`src/rtl/snn_pkg.sv`:
```
// Shared definitions for the spiking-neuron slice: default datapath widths,
// weight/current types and the firing threshold used by the downstream neuron.
package snn_pkg;

   localparam int unsigned SNN_WEIGHT_W = 8;
   localparam int unsigned SNN_OUT_W    = 8;

   typedef logic [SNN_WEIGHT_W-1:0] weight_t;
   typedef logic [SNN_OUT_W-1:0]    current_t;

   localparam current_t THRESHOLD = current_t'(100);

endpackage

```
`src/rtl/synapse_partial_sum.sv`:
```
// Combinational masked sum of N packed weights; the sum width grows by
// $clog2(N) bits, so it cannot overflow.
module synapse_partial_sum #(
   parameter int unsigned N        = 4,
   parameter int unsigned WEIGHT_W = 8
) (
   input  logic [N-1:0]                      mask_i,
   input  logic [N*WEIGHT_W-1:0]             weights_i,
   output logic [WEIGHT_W+$clog2(N)-1:0]     sum_o
);

   localparam int unsigned SUM_W = WEIGHT_W + $clog2(N);

   logic [SUM_W-1:0] acc;

   always_comb begin
      acc = '0;
      for (int unsigned i = 0; i < N; i++) begin
         if (mask_i[i]) begin
            acc = acc + SUM_W'(weights_i[i*WEIGHT_W +: WEIGHT_W]);
         end
      end
   end

   assign sum_o = acc;

endmodule

```
`src/rtl/synapse_weight_array.sv`:
```
// Spike-to-current synapse array: per-synapse runtime-writable weights, two-stage
// pipelined weighted sum saturated to OUT_W bits. Define SYN_EDGE_DETECT_EN to make
// each spike line count only on its rising edge instead of its level.
module synapse_weight_array
   import snn_pkg::*;
#(
   parameter int unsigned         NUM_IN      = 8,
   parameter int unsigned         WEIGHT_W    = SNN_WEIGHT_W,
   parameter int unsigned         OUT_W       = SNN_OUT_W,
   parameter logic [WEIGHT_W-1:0] WEIGHT_INIT = WEIGHT_W'(16)
) (
   input  logic                      clk,
   input  logic                      rst_n,
   input  logic [NUM_IN-1:0]         spike_in,
   input  logic                      cfg_we,
   input  logic [$clog2(NUM_IN)-1:0] cfg_addr,
   input  logic [WEIGHT_W-1:0]       cfg_wdata,
   output logic [OUT_W-1:0]          syn_current,
   output logic                      syn_active,
   output logic                      syn_sat
);

   localparam int unsigned AW   = $clog2(NUM_IN);
   localparam int unsigned HALF = NUM_IN / 2;
   localparam int unsigned HW   = WEIGHT_W + $clog2(HALF);
   localparam int unsigned PW   = WEIGHT_W + AW;
   localparam int unsigned FW   = PW + 1;
   localparam int unsigned CW   = (FW > OUT_W) ? FW : OUT_W;

   logic [WEIGHT_W-1:0]      w_q [NUM_IN];
   logic [HALF*WEIGHT_W-1:0] w_lo;
   logic [HALF*WEIGHT_W-1:0] w_hi;
   logic [NUM_IN-1:0]        spike_eff;
   logic [HW-1:0]            sum_lo;
   logic [HW-1:0]            sum_hi;

   logic [PW-1:0]    lo_d, lo_q, hi_d, hi_q;
   logic             any_d, any_q;
   logic [FW-1:0]    full;
   logic             clip;
   logic [OUT_W-1:0] cur_d, cur_q;
   logic             sat_d, sat_q;
   logic             act_q;

   // Stage 1 reads w_q before the write lands, so a same-cycle write uses the old weight.
   always_ff @(posedge clk or negedge rst_n) begin
      if (!rst_n) begin
         for (int unsigned i = 0; i < NUM_IN; i++) begin
            w_q[i] <= WEIGHT_INIT;
         end
      end else if (cfg_we) begin
         w_q[cfg_addr] <= cfg_wdata;
      end
   end

   always_comb begin
      w_lo = '0;
      w_hi = '0;
      for (int unsigned i = 0; i < HALF; i++) begin
         w_lo[i*WEIGHT_W +: WEIGHT_W] = w_q[i];
         w_hi[i*WEIGHT_W +: WEIGHT_W] = w_q[i+HALF];
      end
   end

`ifdef SYN_EDGE_DETECT_EN
   logic [NUM_IN-1:0] spike_prev_q;

   always_ff @(posedge clk or negedge rst_n) begin
      if (!rst_n) begin
         spike_prev_q <= '0;
      end else begin
         spike_prev_q <= spike_in;
      end
   end

   assign spike_eff = spike_in & ~spike_prev_q;
`else
   assign spike_eff = spike_in;
`endif

   synapse_partial_sum #(.N(HALF), .WEIGHT_W(WEIGHT_W)) u_sum_lo (
      .mask_i    (spike_eff[HALF-1:0]),
      .weights_i (w_lo),
      .sum_o     (sum_lo)
   );

   synapse_partial_sum #(.N(HALF), .WEIGHT_W(WEIGHT_W)) u_sum_hi (
      .mask_i    (spike_eff[NUM_IN-1:HALF]),
      .weights_i (w_hi),
      .sum_o     (sum_hi)
   );

   always_comb begin
      lo_d  = PW'(sum_lo);
      hi_d  = PW'(sum_hi);
      any_d = |spike_eff;
   end

   always_comb begin
      full  = {1'b0, lo_q} + {1'b0, hi_q};
      clip  = CW'(full) > CW'({OUT_W{1'b1}});
      cur_d = clip ? '1 : OUT_W'(full);
      sat_d = clip;
   end

   always_ff @(posedge clk or negedge rst_n) begin
      if (!rst_n) begin
         lo_q  <= '0;
         hi_q  <= '0;
         any_q <= 1'b0;
         cur_q <= '0;
         sat_q <= 1'b0;
         act_q <= 1'b0;
      end else begin
         lo_q  <= lo_d;
         hi_q  <= hi_d;
         any_q <= any_d;
         cur_q <= cur_d;
         sat_q <= sat_d;
         act_q <= any_q;
      end
   end

   assign syn_current = cur_q;
   assign syn_active  = act_q;
   assign syn_sat     = sat_q;

endmodule
```
`config.mk`:
```
export PLATFORM = sky130hd
export DESIGN_NAME = synapse_weight_array
export DESIGN_NICKNAME = d
export VERILOG_FILES = /design/src/rtl/snn_pkg.sv /design/src/rtl/synapse_partial_sum.sv /design/src/rtl/synapse_weight_array.sv
export SDC_FILE = /design/constraint.sdc
export NUM_CORES = 1
export LEC_CHECK = 0
export BUFFER_PORTS_ARGS = -buffer_cell sky130_fd_sc_hd__buf_2
export CAP_MARGIN = 20
export CELL_PAD_IN_SITES_DETAIL_PLACEMENT = 1
export CELL_PAD_IN_SITES_GLOBAL_PLACEMENT = 2
export CORE_MARGIN = 2
export CORE_UTILIZATION = 41
export CTS_CLUSTER_SIZE = 28
export DETAILED_ROUTE_END_ITERATION = 8
export MAX_ROUTING_LAYER = met4
export PLACE_DENSITY_LB_ADDON = 0.08
export SYNTH_ARGS = -nofsm -noshare
export SYNTH_HDL_FRONTEND = slang
export SYNTH_SLANG_ARGS = --single-unit
```
`constraint.sdc`:
```
create_clock -name clk -period 5 [get_ports clk]
set_input_delay 0.5 -clock clk [delete_from_list [all_inputs] [get_ports clk]]
set_output_delay 0.5 -clock clk [all_outputs]
set_load 0.01 [all_outputs]
```
==> results of run 1 <==
## routing by layer
metal  track usage [%]  vias up  wire, um
li1                  -     2467         -
met1              29.2     2494      8190
met2              36.0       72      8380
met3              3.26       10       526
met4              4.76        0       164
met5                 -        -         0
## kinds of logic (layout without fill, tap and decap cells)
group	after synthesis	after routing	share of synthesized area [%]
compound gates	171	171	17.2
simple gates	161	161	12.5
flops	95	95	36.1
mux	85	85	14.4
fa+ha+maj	63	63	12.7
buf+inv	52	89	3.01
xor+xnor	31	31	4.11
## registers in the layout, indices dropped and copies added (netlist names)
| name | flops |
|---|---|
| syn_current | 8 |
| w_hi | 32 |
| lo_q | 10 |
| syn_sat | 1 |
| hi_q | 10 |
| w_lo | 32 |
| syn_active | 1 |
| any_q | 1 |
## per-stage QoR
step / cell area [um^2] / cells / power [W] / setup TNS, ns
6_report: 7350 / 911 / 0.00412 / 0
5_1_grt: 7350 / 911 / 0.00450 / 0
3_5_place_dp: 7010 / 894 / 0.00340 / -0.0414
4_1_cts: 7330 / 910 / 0.00416 / 0
2_1_floorplan: 6610 / 658 / 0.00282 / 0
3_3_place_gp: 7010 / 894 / 0.00331 / 0
## final timing paths
| check | startpoint | endpoint | slack (ns) |
|---|---|---|---|
| min in group clk | any_q | syn_active | 0.38 |
| max reg2reg | w_hi[0] | hi_q[9] | 0.35 |
| max in group asynchronous | rst_n | w_hi[28] | 3.76 |
| min reg2reg | any_q | syn_active | 0.38 |
| max | w_hi[0] | hi_q[9] | 0.35 |
| min | rst_n | w_hi[31] | 0.21 |
## synthesized netlist by cell type (all sizes together) (3+ instances only)
cell / n / area share, %
mux2i: 5 / 0.76
ha: 56 / 11
inv: 36 / 2.0
nor3b: 3 / 0.49
o21ai: 45 / 3.4
a211oi: 18 / 2.1
o21bai: 6 / 0.68
nand3: 15 / 1.1
o211ai: 6 / 0.68
or3: 4 / 0.38
nor2b: 6 / 0.68
mux2: 80 / 14
nor4: 4 / 0.38
a2111oi: 3 / 0.68
a21o: 8 / 0.91
clkbuf: 11 / 0.62
buf: 5 / 0.34
dfstp: 8 / 3.2
and2: 8 / 0.76
xor2: 12 / 1.6
nand2: 39 / 2.2
xnor2: 19 / 2.5
a21oi: 38 / 2.9
dfrtp: 87 / 33
a31oi: 6 / 0.57
nand4b: 3 / 0.40
nor2: 39 / 2.2
and3: 7 / 0.66
nand2b: 12 / 1.1
o21a: 14 / 1.6
nor3: 14 / 1.2
fa: 7 / 2.1
## critical path, cell delays in order (launching register included)
cell,delay [ns]
dfrtp_1,0.38
and2_1,0.18
ha_1,0.22
inv_1,0.08
fa_1,0.20
nand2b_1,0.20
a21oi_1,0.10
or3_1,0.34
a31o_2,0.28
ha_1,0.35
o21a_1,0.14
o31a_1,0.14
o21a_1,0.19
or3_1,0.31
a31oi_1,0.27
nand2_1,0.11
ha_1,0.35
and3_1,0.17
nand3_1,0.09
nand2_1,0.10
mux2i_1,0.19
o21ai_0,0.12
## cell type report
cell class	instances	area, um^2
Tap cell	216	270
Multi-Input combinational cell	511	4040
Fill cell	1764	8470
Clock buffer	12	267
Sequential cell	95	2390
Inverter	36	135
Clock inverter	4	52.6
Timing Repair Buffer	37	203
## repair_timing
action,CTS,global route
endpoints found under the hold margin,0,0
endpoints found under the setup margin,0,2
gates resized for setup,0,5
setup buffers,0,1
## power by group through the flow
stage,logic (W),registers [W],clock network (W)
finish,0.00227,0.00113,0.000721
global route,0.00257,0.00116,0.000775
CTS,0.00227,0.00114,0.000749
detailed placement,0.00224,0.00115,0
global placement,0.00216,0.00115,0
floorplan,0.00171,0.00112,0
==> reports/metrics.cfg, run 1 <==
[run_status]
status = completed

[clock_network]
hold_buffers = 0
clkSinkCount = 95
cts_tree = built
cts.htree.levels = 3
clock_latency_ns = 0.35
cts_buffer_depth = 2
clockRootBuffer = clkbuf_16
cts_made_buffers = 9
cts.clk_slew.worst_paths_ns = 0.06

[critical_path]
start_kind = flop
critPathMaxFanout = 5
critPathCaptureType = flop
critPathRequiredTime_ns = 5.21
critPathKind = reg -> reg
arrival_ns = 4.86
reg2reg_depth = 21

[placed_design]
dpl_worst_slack_ns = -0.0414
place_congestion = 0.803
io_buffer_count = 31
dp_hpwl_um = 13300

[logic_synthesis]
synthCells = 658
synth_fp_nets = 743
synth_cell_types = 63
syn_area_um2 = 6610
avgSynthCellArea_um2 = 10.0
synth-edff-count = 0
yosys_warnings = 0
ys_ff_latch = 95
synth-seq-area-share_pct = 36.1
async_flop_share_pct = 100
synth_ff_type = dfrtp_1

[sta]
worstMarginPinSlew_ns = 0.751
worst_slack_ns = 0.347
rsz0062_at_grt = false
min_period_ns = 4.65
final_hold_viol_count = 0
finalCritPeriodShare_pct = 93.1
finClkSkew_ns = 0.00475
relSlewSlack_pct = 49.7
fmax_mhz = 215
fin_hold_ws_ns = 0.214
slew_viol_final = 0
setup_viol = 0

[global_route]
grt_max_degree = 54
track_usage_pct = 22.0
grt_overflow = 0
grt_pass1_vias = 5284
grt_pass1_wl_um = 27600
antenna_found_initial = 0

[drt]
routed_wl_um = 17300
drc = 0
vias = 5043
ant_nets = 0
via_per_inst = 5.54
wire_per_inst_um = 18.9
drtPass1Iterations = 6
dr.first_iter.drc_count = 186

[floorplanning]
die_area_um2 = 17100
die_h_um = 131
rows = 46
die_w_um = 131
top_level_ports = 32
initial_utilization_pct = 41.7
coreArea_um2 = 15800

[finish]
area_growth_pct = 11.3
post-route-util_pct = 46.5
finalNetCount = 775
final_common_cell = dfrtp_1
antenna_cells = 0
most-common-layout-cells = dfrtp_1, mux2_2, ha_1
drive_gt1_share_pct = 22.2

[run]
maxCapViolations = 0

[pwr]
power_density_nw_per_um2 = 560
switchingPower_w = 0.00167
max-vdd-ir-drop_mv = 0.237
p_seq_share_pct = 27.5
power.leakage_nw = 3.22
pwr-share-comb_pct = 55.0
p_int_w = 0.00245
pwr-share-clk_pct = 17.5
switching_share_pct = 40.5

[hold_path]
min_path_type = in -> async

No activity file was read; power rests on OpenSTA's default activity.
==> run 2: changes to the inputs <==
- CORE_UTILIZATION: 41 -> 42
- SYNTH_HIERARCHICAL: not set -> 1
==> run 2 against run 1 <==
- first-iteration DRC count up 9.1%
- clock skew is 0.0012 ns higher
- cell area rose by 0.44%
- die area fell by 0.77%
- register-to-register slack better by 0.11 ns
- cell count decreased by 2.2%
- sequential power about the same
- routed wire length decreased by 2.7%
- utilization increased by 0.38 points
- combinational power rose by 3%
- non-clock buffer count fell by 3
- fmax is 2.4% higher
- critical path type unchanged
- critical endpoint unchanged
- largest power group unchanged
==> reports/metrics.cfg, run 2 <==
[global_route]
grt_max_degree = 56
grt_overflow = 0
grt_pass1_wl_um = 27500
grt_pass1_vias = 5159
track_usage_pct = 21.8
antenna_found_initial = 0

[critical_path]
arrival_ns = 4.83
worstPathCellList = nand2_1, inv_1, ha_1, a21o_1, a21o_4, xor2_1, nand2_1, xor2_1, inv_1, ha_1, o21a_1, o31a_1, o221ai_1, a21bo_2, a21oi_1, ha_1, nor2_1, a21oi_1, o41ai_1, o21a_1, a211o_1, nand3_1
critPathKind = reg -> reg
cpMaxStageDelayCell = dfrtp_1
r2r_setup_slack_ns = 0.45
critPathCaptureType = flop
crit_top_cell = ha_1
start_kind = flop
critPathBufInv = 2
crit_family = compound AO/OA/AOI/OAI gates
slowest_delay_ns = 0.38
critPathMaxFanout = 4
critPathRequiredTime_ns = 5.28

[clock_network]
clock_latency_ns = 0.35
clkSinkCount = 95
post-cts-setup-buffers = 0
cts_resized = 0
clockRootBuffer = clkbuf_16
cts_buffer_depth = 2
cts.htree.levels = 3
cts_made_buffers = 9
cts.clk_slew.worst_paths_ns = 0.07
cts_tree = built
hold_buffers = 0

[logic_synthesis]
synth_ff_type = dfrtp_1
synth-compound-area-share_pct = 18.0
yosys-mux-area-fraction_pct = 14.1
async_flop_share_pct = 100
synth-seq-area-share_pct = 35.6
avgSynthCellArea_um2 = 10.4
yosys.area_share.xor_xnor_pct = 4.56
ys_ff_latch = 95
synth_top_area_share_pct = 32.4
synth_most_common_cell = dfrtp_1
yosys_warnings = 6
synth_fp_nets = 728
synth_top_cells_by_area = dfrtp_1, mux2_2, ha_1
synth-edff-count = 0
syn_area_um2 = 6720
synth_common_cells = dfrtp_1, mux2_2, ha_1, a21oi_1, nor2_1
synth_cell_types = 71
synth_top_cell_by_area = dfrtp_1
synthAdderAreaFrac_pct = 12.7
synthCells = 643
synth_top_family_by_area = compound AO/OA/AOI/OAI gates
synthSimpleGateAreaFrac_pct = 12.1

[drt]
wire_per_inst_um = 18.9
routed_wl_um = 16800
drc = 0
via_per_inst = 5.59
drtPass1Iterations = 4
ant_nets = 0
vias = 4979
dr.first_iter.drc_count = 203

[placed_design]
io_buffer_count = 31
place_congestion = 0.846
dp_hpwl_um = 12800
dp.cells = 875
placed_cell_area_um2 = 7070

[finish]
stdcell_count = 891
seq_area_um2 = 2390
stdcell_area_um2 = 7390
num-fill-cells = 1775
final_common_cell = dfrtp_1
multi_input_area_um2 = 4130
area_growth_pct = 9.99
antenna_cells = 0
most-common-layout-cells = dfrtp_1, mux2_2, ha_1
drive_gt1_share_pct = 21.5
finalNetCount = 755
post-route-util_pct = 46.8

[sta]
slew_viol_final = 0
setup_viol = 0
final_hold_viol_count = 0
worstMarginPinSlew_ns = 0.722
relSlewSlack_pct = 51.8
finalCritPeriodShare_pct = 90.9
rsz0062_at_grt = false
tns_ns = 0
min_period_ns = 4.55
finClkSkew_ns = 0.00593
fmax_mhz = 220

[run]
maxCapViolations = 0

[run_status]
status = completed

[hold_path]
min_path_type = in -> async

[pwr]
power_density_nw_per_um2 = 570
power.leakage_nw = 3.25
max-vdd-ir-drop_mv = 0.204

[floorplanning]
die_h_um = 130
top_level_ports = 32
rows = 46
initial_utilization_pct = 42.6
coreArea_um2 = 15800
die_w_um = 130
die_area_um2 = 17000

==> run 2: cell types whose count changed after synthesis, moves of 5 or more <==
cell and delta:
and2_1 +6, o21ai_0 -19, o31a_1 +5, buf_2 +5, xor2_1 +6, inv_1 -8, mux2_1 +16, clkbuf_1 -5
nand2_1 -7, a211oi_1 -8, nor3_1 -7, mux2_2 -17, a21o_1 +8
==> run 2: path summary, 6_finish.rpt <==
path                       startpoint          to  cells after the start
setup / recovery              w_hi[1]     hi_q[9]                     22
hold / removal                  rst_n     hi_q[0]                      1
setup reg to reg              w_hi[1]     hi_q[9]                     22
hold reg to reg                 any_q  syn_active                      0
max in group asynchronous       rst_n    w_lo[11]                      2
min in group clk                any_q  syn_active                      0
==> run 2: report_power, final <==
part / switching, W / internal [W] / total [W]
Clock: 0.000306 / 0.000440 / 0.000746
Combinational: 0.00128 / 0.00105 / 0.00233
Sequential: 0.000124 / 0.00101 / 0.00113
==> run 2: cell type report <==
cell class                      instances  area share, %
Clock inverter                          5           1.12
Timing Repair Buffer                   34           2.44
Sequential cell                        95           32.3
Multi-Input combinational cell        502           55.9
Clock buffer                           11           3.15
Tap cell                              216           3.66
Inverter                               28           1.42
==> run 2: cell families (layout without fill, tap and decap cells) <==
group                      count (synthesis)  in the layout
adders and majority gates                 64             64
muxes                                     84             84
and+or+nand+nor                          150            150
DFF                                       95             95
AOI/OAI and AO/OA                        169            169
buffers and inverters                     46             78
xor gates and xnor gates                  35             35
==> run 2: metal layers <==
metal / global-route usage [%] / share of wire, % / up-vias
li1: - / - / 2426
met1: 30.0 / 50 / 2487
met2: 34.3 / 47 / 51
met3: 2.48 / 1.7 / 15
met4: 6.63 / 1.7 / 0
met5: - / 0 / -
==> run 2: metrics by stage <==
stage / hold slack [ns] / power [W] / worst slack, ns
2_1_floorplan: 0.204 / 0.00295 / 0.661
3_3_place_gp: 0.336 / 0.00339 / 0.250
3_5_place_dp: 0.350 / 0.00348 / 0.195
4_1_cts: 0.149 / 0.00426 / 0.472
5_1_grt: 0.176 / 0.00460 / 0.0998
6_report: 0.135 / 0.00421 / 0.455
